## config.mk

```make
export PLATFORM = sky130hd
export DESIGN_NAME = reg_bank_4x8
export DESIGN_NICKNAME = d
export VERILOG_FILES = /design/src/rtl/reg_bank_4x8_pkg.sv /design/src/rtl/reg_bank_4x8_reg_cell.sv /design/src/rtl/reg_bank_4x8.sv
export SDC_FILE = /design/constraint.sdc
export NUM_CORES = 1
export LEC_CHECK = 0
export BUFFER_PORTS_ARGS = -buffer_cell sky130_fd_sc_hd__buf_2
export CAP_MARGIN = 20
export CORE_AREA = 2 2 67 75
export CTS_BUF_LIST = sky130_fd_sc_hd__clkbuf_4
export DETAILED_ROUTE_END_ITERATION = 10
export DIE_AREA = 0 0 69 77
export PLACE_DENSITY_LB_ADDON = 0.08
export SKIP_CTS_REPAIR_TIMING = 1
export SLEW_MARGIN = 20
export SYNTH_ARGS = -nofsm -noshare
export SYNTH_HDL_FRONTEND = slang
export SYNTH_SLANG_ARGS = --single-unit
```

## constraint.sdc

```tcl
create_clock -name clk -period 1.6 [get_ports clk]
set_input_delay 0.32 -clock clk [delete_from_list [all_inputs] [get_ports clk]]
set_output_delay 0.32 -clock clk [all_outputs]
set_load 0.01 [all_outputs]
```

## src/rtl/reg_bank_4x8_pkg.sv

```systemverilog
// -----------------------------------------------------------------------------
// reg_bank_4x8_pkg
// Shared constants for the 4x8 register bank, the operand-select mux and the
// control unit.
//   REG_W      : register data width
//   REG_CNT    : number of general registers
//   REG_IDX_W  : register index width
//   R0..R3     : register index constants (same encoding as the mux select)
//   idx_decode : index -> one-hot register select
// -----------------------------------------------------------------------------
package reg_bank_4x8_pkg;

  localparam int REG_W     = 8;
  localparam int REG_CNT   = 4;
  localparam int REG_IDX_W = 2;

  typedef logic [REG_IDX_W-1:0] reg_idx_t;

  localparam reg_idx_t R0 = 2'd0;
  localparam reg_idx_t R1 = 2'd1;
  localparam reg_idx_t R2 = 2'd2;
  localparam reg_idx_t R3 = 2'd3;

  // One-hot decode of a register index.
  function automatic logic [REG_CNT-1:0] idx_decode(input reg_idx_t idx);
    logic [REG_CNT-1:0] sel;
    sel      = {REG_CNT{1'b0}};
    sel[idx] = 1'b1;
    return sel;
  endfunction

endpackage : reg_bank_4x8_pkg

```

## src/rtl/reg_bank_4x8_reg_cell.sv

```systemverilog
// -----------------------------------------------------------------------------
// reg_cell
// One WIDTH-bit register of the bank with write enable, synchronous
// active-high reset, a sticky "written" flag and a registered zero flag.
// Ports:
//   clk     : system clock, rising edge
//   reset   : synchronous active-high reset (overrides a write)
//   we      : write enable
//   wdata   : write data
//   q       : stored value
//   written : set on the first write after reset, cleared only by reset
//   zero    : registered (q == 0)
// -----------------------------------------------------------------------------
module reg_cell
  import reg_bank_4x8_pkg::*;
#(
  parameter int               WIDTH     = REG_W,
  parameter logic [WIDTH-1:0] RESET_VAL = {WIDTH{1'b0}}
) (
  input  logic             clk,
  input  logic             reset,
  input  logic             we,
  input  logic [WIDTH-1:0] wdata,
  output logic [WIDTH-1:0] q,
  output logic             written,
  output logic             zero
);

  logic [WIDTH-1:0] data_d, data_q;
  logic             written_d, written_q;
  logic             zero_d, zero_q;

  // Next-state: load on write, otherwise hold; zero tracks the next value so
  // it changes on the same edge as the data.
  always_comb begin
    data_d    = data_q;
    written_d = written_q;
    if (we) begin
      data_d    = wdata;
      written_d = 1'b1;
    end else begin
      data_d    = data_q;
      written_d = written_q;
    end
    zero_d = (data_d == {WIDTH{1'b0}});
  end

  // State registers with synchronous reset taking priority over writes.
  always_ff @(posedge clk) begin
    if (reset) begin
      data_q    <= RESET_VAL;
      written_q <= 1'b0;
      zero_q    <= (RESET_VAL == {WIDTH{1'b0}});
    end else begin
      data_q    <= data_d;
      written_q <= written_d;
      zero_q    <= zero_d;
    end
  end

  assign q       = data_q;
  assign written = written_q;
  assign zero    = zero_q;

endmodule : reg_cell

```

## src/rtl/reg_bank_4x8.sv

```systemverilog
// -----------------------------------------------------------------------------
// reg_bank_4x8
// Four general registers r0..r3 feeding the ALU operand-select mux.
// Two write sources: ALU write-back (fire-and-forget) and an external load
// port with valid/ready handshake. On a same-address collision write-back
// wins and the load is stalled (ld_ready=0) until the loader retries.
// Ports:
//   clk, reset                 : clock, synchronous active-high reset
//   wb_en, wb_addr, wb_data    : ALU write-back strobe / index / data
//   ld_valid, ld_addr, ld_data : external load request
//   ld_ready                   : load accepted this cycle (combinational)
//   r0..r3                     : register contents to the mux
//   written                    : sticky per-register written flags
//   zero                       : per-register (ri == 0) flags
// Build option:
//   REG_BANK_BYPASS_EN : when defined, r0..r3 and zero forward the winning
//                        write of the current cycle combinationally (0-cycle
//                        latency); stored state is identical either way.
// -----------------------------------------------------------------------------
module reg_bank_4x8
  import reg_bank_4x8_pkg::*;
#(
  parameter int               WIDTH     = REG_W,
  parameter logic [WIDTH-1:0] RESET_VAL = {WIDTH{1'b0}}
) (
  input  logic                 clk,
  input  logic                 reset,
  input  logic                 wb_en,
  input  logic [REG_IDX_W-1:0] wb_addr,
  input  logic [WIDTH-1:0]     wb_data,
  input  logic                 ld_valid,
  input  logic [REG_IDX_W-1:0] ld_addr,
  input  logic [WIDTH-1:0]     ld_data,
  output logic                 ld_ready,
  output logic [WIDTH-1:0]     r0,
  output logic [WIDTH-1:0]     r1,
  output logic [WIDTH-1:0]     r2,
  output logic [WIDTH-1:0]     r3,
  output logic [REG_CNT-1:0]   written,
  output logic [REG_CNT-1:0]   zero
);

  logic               conflict_s;
  logic               ld_ready_s;
  logic               ld_fire_s;
  logic [REG_CNT-1:0] wb_sel_s;
  logic [REG_CNT-1:0] ld_sel_s;
  logic [REG_CNT-1:0] we_s;
  logic [WIDTH-1:0]   wdata_s [REG_CNT];
  logic [WIDTH-1:0]   q_s     [REG_CNT];
  logic [WIDTH-1:0]   out_s   [REG_CNT];
  logic [REG_CNT-1:0] written_s;
  logic [REG_CNT-1:0] zero_reg_s;
  logic [REG_CNT-1:0] zero_out_s;

  // Handshake and arbitration: a load only stalls when write-back targets
  // the same register; ld_ready depends on inputs only, never on itself.
  always_comb begin
    conflict_s = wb_en & ld_valid & (wb_addr == ld_addr);
    ld_ready_s = ~reset & ~conflict_s;
    ld_fire_s  = ld_valid & ld_ready_s;
    if (wb_en) begin
      wb_sel_s = idx_decode(wb_addr);
    end else begin
      wb_sel_s = {REG_CNT{1'b0}};
    end
    if (ld_fire_s) begin
      ld_sel_s = idx_decode(ld_addr);
    end else begin
      ld_sel_s = {REG_CNT{1'b0}};
    end
  end

  // Per-register write enable and data select (write-back has priority).
  always_comb begin
    we_s = {REG_CNT{1'b0}};
    for (int i = 0; i < REG_CNT; i++) begin
      we_s[i] = wb_sel_s[i] | ld_sel_s[i];
      if (wb_sel_s[i]) begin
        wdata_s[i] = wb_data;
      end else begin
        wdata_s[i] = ld_data;
      end
    end
  end

  for (genvar g = 0; g < REG_CNT; g++) begin : g_cell
    reg_cell #(
      .WIDTH     (WIDTH),
      .RESET_VAL (RESET_VAL)
    ) u_cell (
      .clk     (clk),
      .reset   (reset),
      .we      (we_s[g]),
      .wdata   (wdata_s[g]),
      .q       (q_s[g]),
      .written (written_s[g]),
      .zero    (zero_reg_s[g])
    );
  end

`ifdef REG_BANK_BYPASS_EN
  // Forward the write that will land on the next edge; nothing lands during
  // reset, so the stored value is shown then.
  always_comb begin
    zero_out_s = zero_reg_s;
    for (int i = 0; i < REG_CNT; i++) begin
      if (we_s[i] & ~reset) begin
        out_s[i]      = wdata_s[i];
        zero_out_s[i] = (wdata_s[i] == {WIDTH{1'b0}});
      end else begin
        out_s[i]      = q_s[i];
        zero_out_s[i] = zero_reg_s[i];
      end
    end
  end
`else
  // Pure register outputs.
  always_comb begin
    zero_out_s = zero_reg_s;
    for (int i = 0; i < REG_CNT; i++) begin
      out_s[i] = q_s[i];
    end
  end
`endif

  assign ld_ready = ld_ready_s;
  assign r0       = out_s[R0];
  assign r1       = out_s[R1];
  assign r2       = out_s[R2];
  assign r3       = out_s[R3];
  assign written  = written_s;
  assign zero     = zero_out_s;

endmodule : reg_bank_4x8

```

==> flow_summary.json, run 1 <==
{
  "outcome": "finished, final reports clean",
  "cpMostUsedCell": "buf_2",
  "port_buffers": 64,
  "cts_buffers": 5,
  "rsz0062_at_grt": "false",
  "syn_inst": 245,
  "h-tree-depth": 2,
  "crit_path_start_kind": "primary input",
  "start_util": 0.434,
  "dp.cells": 368,
  "clk_latency_ns": 0.35,
  "antenna_found_initial": 0,
  "netlist_area_um2": 1970,
  "num_io_pins": 65,
  "synthMuxAreaShare": 0,
  "clk_pin_slew_ns": 0.13,
  "fillCellCount": 473,
  "die_w_um": 69,
  "holdPathStages": 3,
  "synth-compound-area-share": 0.193,
  "overflow": 0,
  "path_class": "in2out",
  "path_max_fanout": 7,
  "finalPower_mw": 2.02,
  "via_count": 2079,
  "power_density_nw_per_um2": 809,
  "area_delta_synth_final_pct": 26.3,
  "via_per_inst": 5.54,
  "root_buffer": "clkbuf_4",
  "reg2reg_depth": 3,
  "period_needed_ns": 1.43,
  "final_cells": 375,
  "crit_slowest_cell": "a41oi_1",
  "multiInputGateArea_um2": 1000,
  "die_y_um": 77,
  "crit_buf_inv": 3,
  "clock_path_buffers": 2,
  "cap_violations": 0,
  "synthSimpleGateAreaFrac": 0.305,
  "regArea_um2": 801,
  "seq_area_frac_synth": 0.406,
  "slowest_delay_ns": 0.22,
  "routabilityCongestion": 0.901,
  "hpwl_um": 4420,
  "critPathArrivalTime_ns": 1.11,
  "drive_gt1_frac": 0.320,
  "crit_chain": "buf_2, buf_4, xnor2_1, a41oi_1, buf_2",
  "required_ns": 1.28,
  "wirelength_um": 6060,
  "max_freq_ghz": 0.702,
  "synthAdderAreaFrac": 0,
  "drtAntennaViolNets": 0,
  "setup_viol": 0,
  "grt_pass1_wl_um": 9830,
  "antenna_cells": 0,
  "mostFrequentLayoutCell": "nand2_1",
  "synth.distinct_cells": 27,
  "worst_pin_slew_ns": 0.421,
  "peakVddDrop_mv": 0.395,
  "grt_use_total": 0.236,
  "slew_headroom": 0.717,
  "ys.flop_type": "dfxtp_1",
  "ys_ff_latch": 40,
  "num-nets-final": 343,
  "postSynthAreaPerCell_um2": 8.06,
  "grt_max_degree": 26,
  "clock_skew_ns": 0.0129,
  "synth_top_family_by_area": "simple AND/OR/NAND/NOR gates",
  "first_pass_iters": 4,
  "drc": 0,
  "drt-wirelength-per-cell_um": 16.2,
  "fin_crit_sh": 0.891,
  "rows": 26,
  "drtIter0Drc": 158,
  "leakagePower_nw": 1.04,
  "design.core.area_um2": 4550,
  "grt_pass1_vias": 1885,
  "synthXorXnorAreaFrac": 0.00887,
  "final-hold-violation-count": 0,
  "hold_path.class": "in2reg",
  "path_depth": 5,
  "setup_tns_ns": 0,
  "yosys_warnings": 0,
  "syn-num-nets": 269,
  "die-area_um2": 5310,
  "final_core_util": 0.548,
  "final_cell_mix": "nand2_1, buf_2, dfxtp_1, nor2_1, a311oi_1",
  "async_flop_share": 0,
  "slew_violations": 0,
  "cts_sinks": 40,
  "synth_edf_count": 0,
  "end_kind": "output pin",
  "crit_family": "buffers and inverters",
  "cts_tree": "built"
}
per-layer routing:
metal | up-vias | wire length, µm | track usage
li1 | 1040 | - | -
met1 | 951 | 2870 | 0.344
met2 | 79 | 2640 | 0.346
met3 | 9 | 455 | 0.0486
met4 | 0 | 87 | 0.0725
met5 | - | 0 | 0
tightest hold or removal path, stage by stage:
cell	delay [ns]
buf_2	0.14
nand2_1	0.06
a311oi_1	0.08
final timing paths:
path / from / slack [ns] / to
worst min register to register: g_cell[1].u_cell.written$_SDFFE_PP0N_ / 0.46 / g_cell[1].u_cell.written$_SDFFE_PP0N_
worst max register to register: g_cell[0].u_cell.q[6]$_SDFF_PP0_ / 0.53 / g_cell[0].u_cell.zero$_SDFF_PP1_
worst min-delay path: ld_data[0] / 0.29 / g_cell[2].u_cell.q[0]$_SDFF_PP0_
worst max-delay path: ld_addr[0] / 0.17 / ld_ready
cell families after synthesis:
| logic type | after synthesis |
|---|---|
| buffers and inverters | 31 |
| flip-flops | 40 |
| AO/OA/AOI/OAI | 44 |
| XOR/XNOR | 2 |
| AND/OR/NAND/NOR | 128 |
stage by stage:
stage	setup WS, ns	instance area, µm²	hold slack (ns)
after floorplan	0.169	1970	0.441
after global placement	0.105	2450	0.449
after detailed placement	0.0702	2450	0.450
after CTS	0.180	2490	0.282
after global routing	0.137	2490	0.269
final	0.175	2490	0.287
power by group:
group / internal (mW) / switching (mW)
Combinational: 0.187 / 0.242
Sequential: 1.07 / 0.0433
Clock: 0.154 / 0.324
Total: 1.41 / 0.610
registers in the layout, indices dropped and copies added (netlist names):
signal	count
g_cell.u_cell.q	32
g_cell.u_cell.zero	4
g_cell.u_cell.written	4
final cells by class:
| cell class | instances | area share |
|---|---|---|
| well taps | 56 | 0.0281 |
| multi-input cells | 174 | 0.401 |
| clock inverters | 2 | 0.00301 |
| flip-flops and latches | 40 | 0.321 |
| repair buffers | 95 | 0.227 |
| clock buffers | 5 | 0.0151 |
| inverters | 3 | 0.00452 |
cells in the mapped netlist (2+ instances only):
cell type | n | area, µm²
nor2_1 | 33 | 124
xnor2_1 | 2 | 17.5
nor4_1 | 12 | 75.1
buf_2 | 3 | 15.0
inv_1 | 3 | 11.3
a41oi_1 | 4 | 35.0
nand4bb_1 | 2 | 22.5
a311oi_1 | 32 | 280
dfxtp_1 | 40 | 801
o211ai_1 | 4 | 30.0
nand4_1 | 4 | 25.0
nor4bb_1 | 2 | 20.0
nand2_1 | 65 | 244
buf_4 | 10 | 75.1
clkbuf_1 | 13 | 48.8
nand3b_1 | 2 | 15.0
a31oi_1 | 3 | 18.8
buf_6 | 2 | 22.5
Power figures use the tool's default switching activity.
==> run 2, diff against run 1 <==
==> constraint.sdc (replaced) <==
create_clock -name clk -period 1.3 [get_ports clk]
set_input_delay 0.26 -clock clk [delete_from_list [all_inputs] [get_ports clk]]
set_output_delay 0.26 -clock clk [all_outputs]
set_load 0.01 [all_outputs]
==> run 2 against run 1 <==
Largest power group unchanged. Utilization rose by 3.1 points. Global-route usage rose by 1.4 points. Die area did not move. Via count rose by 6.0%. Clock-buffer cell count did not move. Design area rose by 5.7%. Largest cell class unchanged. Sequential power rose by 23%. Worst setup slack got worse by 0.12 ns.
==> flow_summary.json, run 2 (synthesis gave the netlist of run 1 again) <==
{
  "period_needed_ns": 1.24,
  "drt-wirelength-per-cell_um": 16.9,
  "end_kind": "output pin",
  "setup_viol": 0,
  "grt_pass1_wl_um": 10400,
  "clk_latency_ns": 0.36,
  "pwr-share-clk": 0.244,
  "required_ns": 1.04,
  "routabilityCongestion": 0.857,
  "post_dp_cell_area_um2": 2590,
  "power.switching_uw": 797,
  "place_ws_ns": -0.177,
  "cts_sinks": 40,
  "rsz0062_at_grt": "false",
  "die_y_um": 77,
  "grt_max_degree": 27,
  "crit_slowest_cell": "a41oi_1",
  "grt_pass1_vias": 2023,
  "drive_gt1_frac": 0.357,
  "slew_headroom": 0.771,
  "slew_violations": 0,
  "peakVddDrop_mv": 0.531,
  "crit_path_start_kind": "primary input",
  "via_count": 2203,
  "cts_buffers": 5,
  "hpwl_um": 4860,
  "clk_pin_slew_ns": 0.12,
  "drtAntennaViolNets": 0,
  "max_freq_ghz": 0.806,
  "start_util": 0.434,
  "cts_tree": "built",
  "hold_path.class": "in2reg",
  "root_buffer": "clkbuf_4",
  "critPathArrivalTime_ns": 0.98,
  "h-tree-depth": 2,
  "drc": 0,
  "wirelength_um": 6620,
  "fin_crit_sh": 0.955,
  "path_class": "in2out",
  "largest_reg_flops": 32,
  "path_max_fanout": 8,
  "grt_use_total": 0.250,
  "num_io_pins": 65,
  "power_density_nw_per_um2": 977,
  "overflow": 0,
  "drtIter0Drc": 213,
  "p_comb_frac": 0.226,
  "clock_path_buffers": 2,
  "setup_slack_ns": 0.0586,
  "pwr-share-seq": 0.530,
  "mostFrequentLayoutCell": "nand2_1",
  "slowest_delay_ns": 0.18,
  "crit_buf_inv": 3,
  "netSwitchingFraction": 0.310,
  "power.internal_mw": 1.78,
  "crit_family": "buffers and inverters",
  "antenna_found_initial": 0,
  "area_delta_synth_final_pct": 33.5,
  "final-hold-violation-count": 0,
  "worst_pin_slew_ns": 0.341,
  "port_buffers": 64,
  "crit_chain": "buf_2, buf_4, xnor2_1, a41oi_1, buf_2",
  "rows": 26,
  "antenna_cells": 0,
  "num-nets-final": 359,
  "setup_tns_ns": 0,
  "outcome": "finished, final reports clean",
  "design.core.area_um2": 4550,
  "die-area_um2": 5310,
  "first_pass_iters": 4,
  "fin_area_um2": 2640,
  "die_w_um": 69,
  "final_cell_mix": "nand2_1, buf_2, buf_4, dfxtp_1, nor2_1",
  "cap_violations": 0,
  "leakagePower_nw": 1.14,
  "fillCellCount": 476,
  "cpMostUsedCell": "buf_2",
  "clock_skew_ns": 0.00696,
  "via_per_inst": 5.62
}
==> run 2: worst min-delay path, cell delays in order <==
cell	delay (ns)
buf_2	0.10
buf_6	0.20
a311oi_1	0.06
==> run 2: path summary, 6_finish.rpt <==
check	start	slack [ns]	cells past startpoint	to
worst max-delay path	ld_addr[0]	0.06	5	ld_ready
worst min-delay path	reset	0.31	3	g_cell[3].u_cell.q[7]$_SDFF_PP0_
worst max register to register	g_cell[3].u_cell.q[6]$_SDFF_PP0_	0.20	3	g_cell[3].u_cell.zero$_SDFF_PP1_
worst min register to register	g_cell[1].u_cell.written$_SDFFE_PP0N_	0.47	2	g_cell[1].u_cell.written$_SDFFE_PP0N_
==> run 2: layer usage <==
metal,GRT usage,vias to the layer above,routed length (µm)
li1,-,1071,-
met1,0.333,1034,2780
met2,0.407,89,3240
met3,0.0460,9,444
met4,0.0843,0,152
met5,0,-,0
==> run 2: layout make-up <==
class	instances	area, µm²	area share
multi-input cells	174	1000	0.380
flip-flops and latches	40	801	0.304
repair buffers	111	702	0.266
well taps	56	70.1	0.0266
clock buffers	5	37.5	0.0142
clock inverters	3	13.8	0.00522
inverters	3	11.3	0.00427
==> run 2: through the flow <==
stage	hold WS [ns]	cells	power [mW]	utilization
floorplan	0.419	245	1.69	-
global placement	0.449	385	1.97	0.568
detailed placement	0.459	385	1.97	0.568
CTS	0.288	393	2.59	0.580
global route	0.318	392	2.69	0.579
finish	0.309	392	2.58	0.579
==> run 2: power by group through the flow <==
stage / Sequential (mW) / Combinational, mW / Clock, mW
floorplan: 1.42 / 0.275 / 0
global placement: 1.39 / 0.576 / 0
detailed placement: 1.39 / 0.580 / 0
CTS: 1.37 / 0.582 / 0.641
global route: 1.38 / 0.630 / 0.684
finish: 1.37 / 0.581 / 0.629
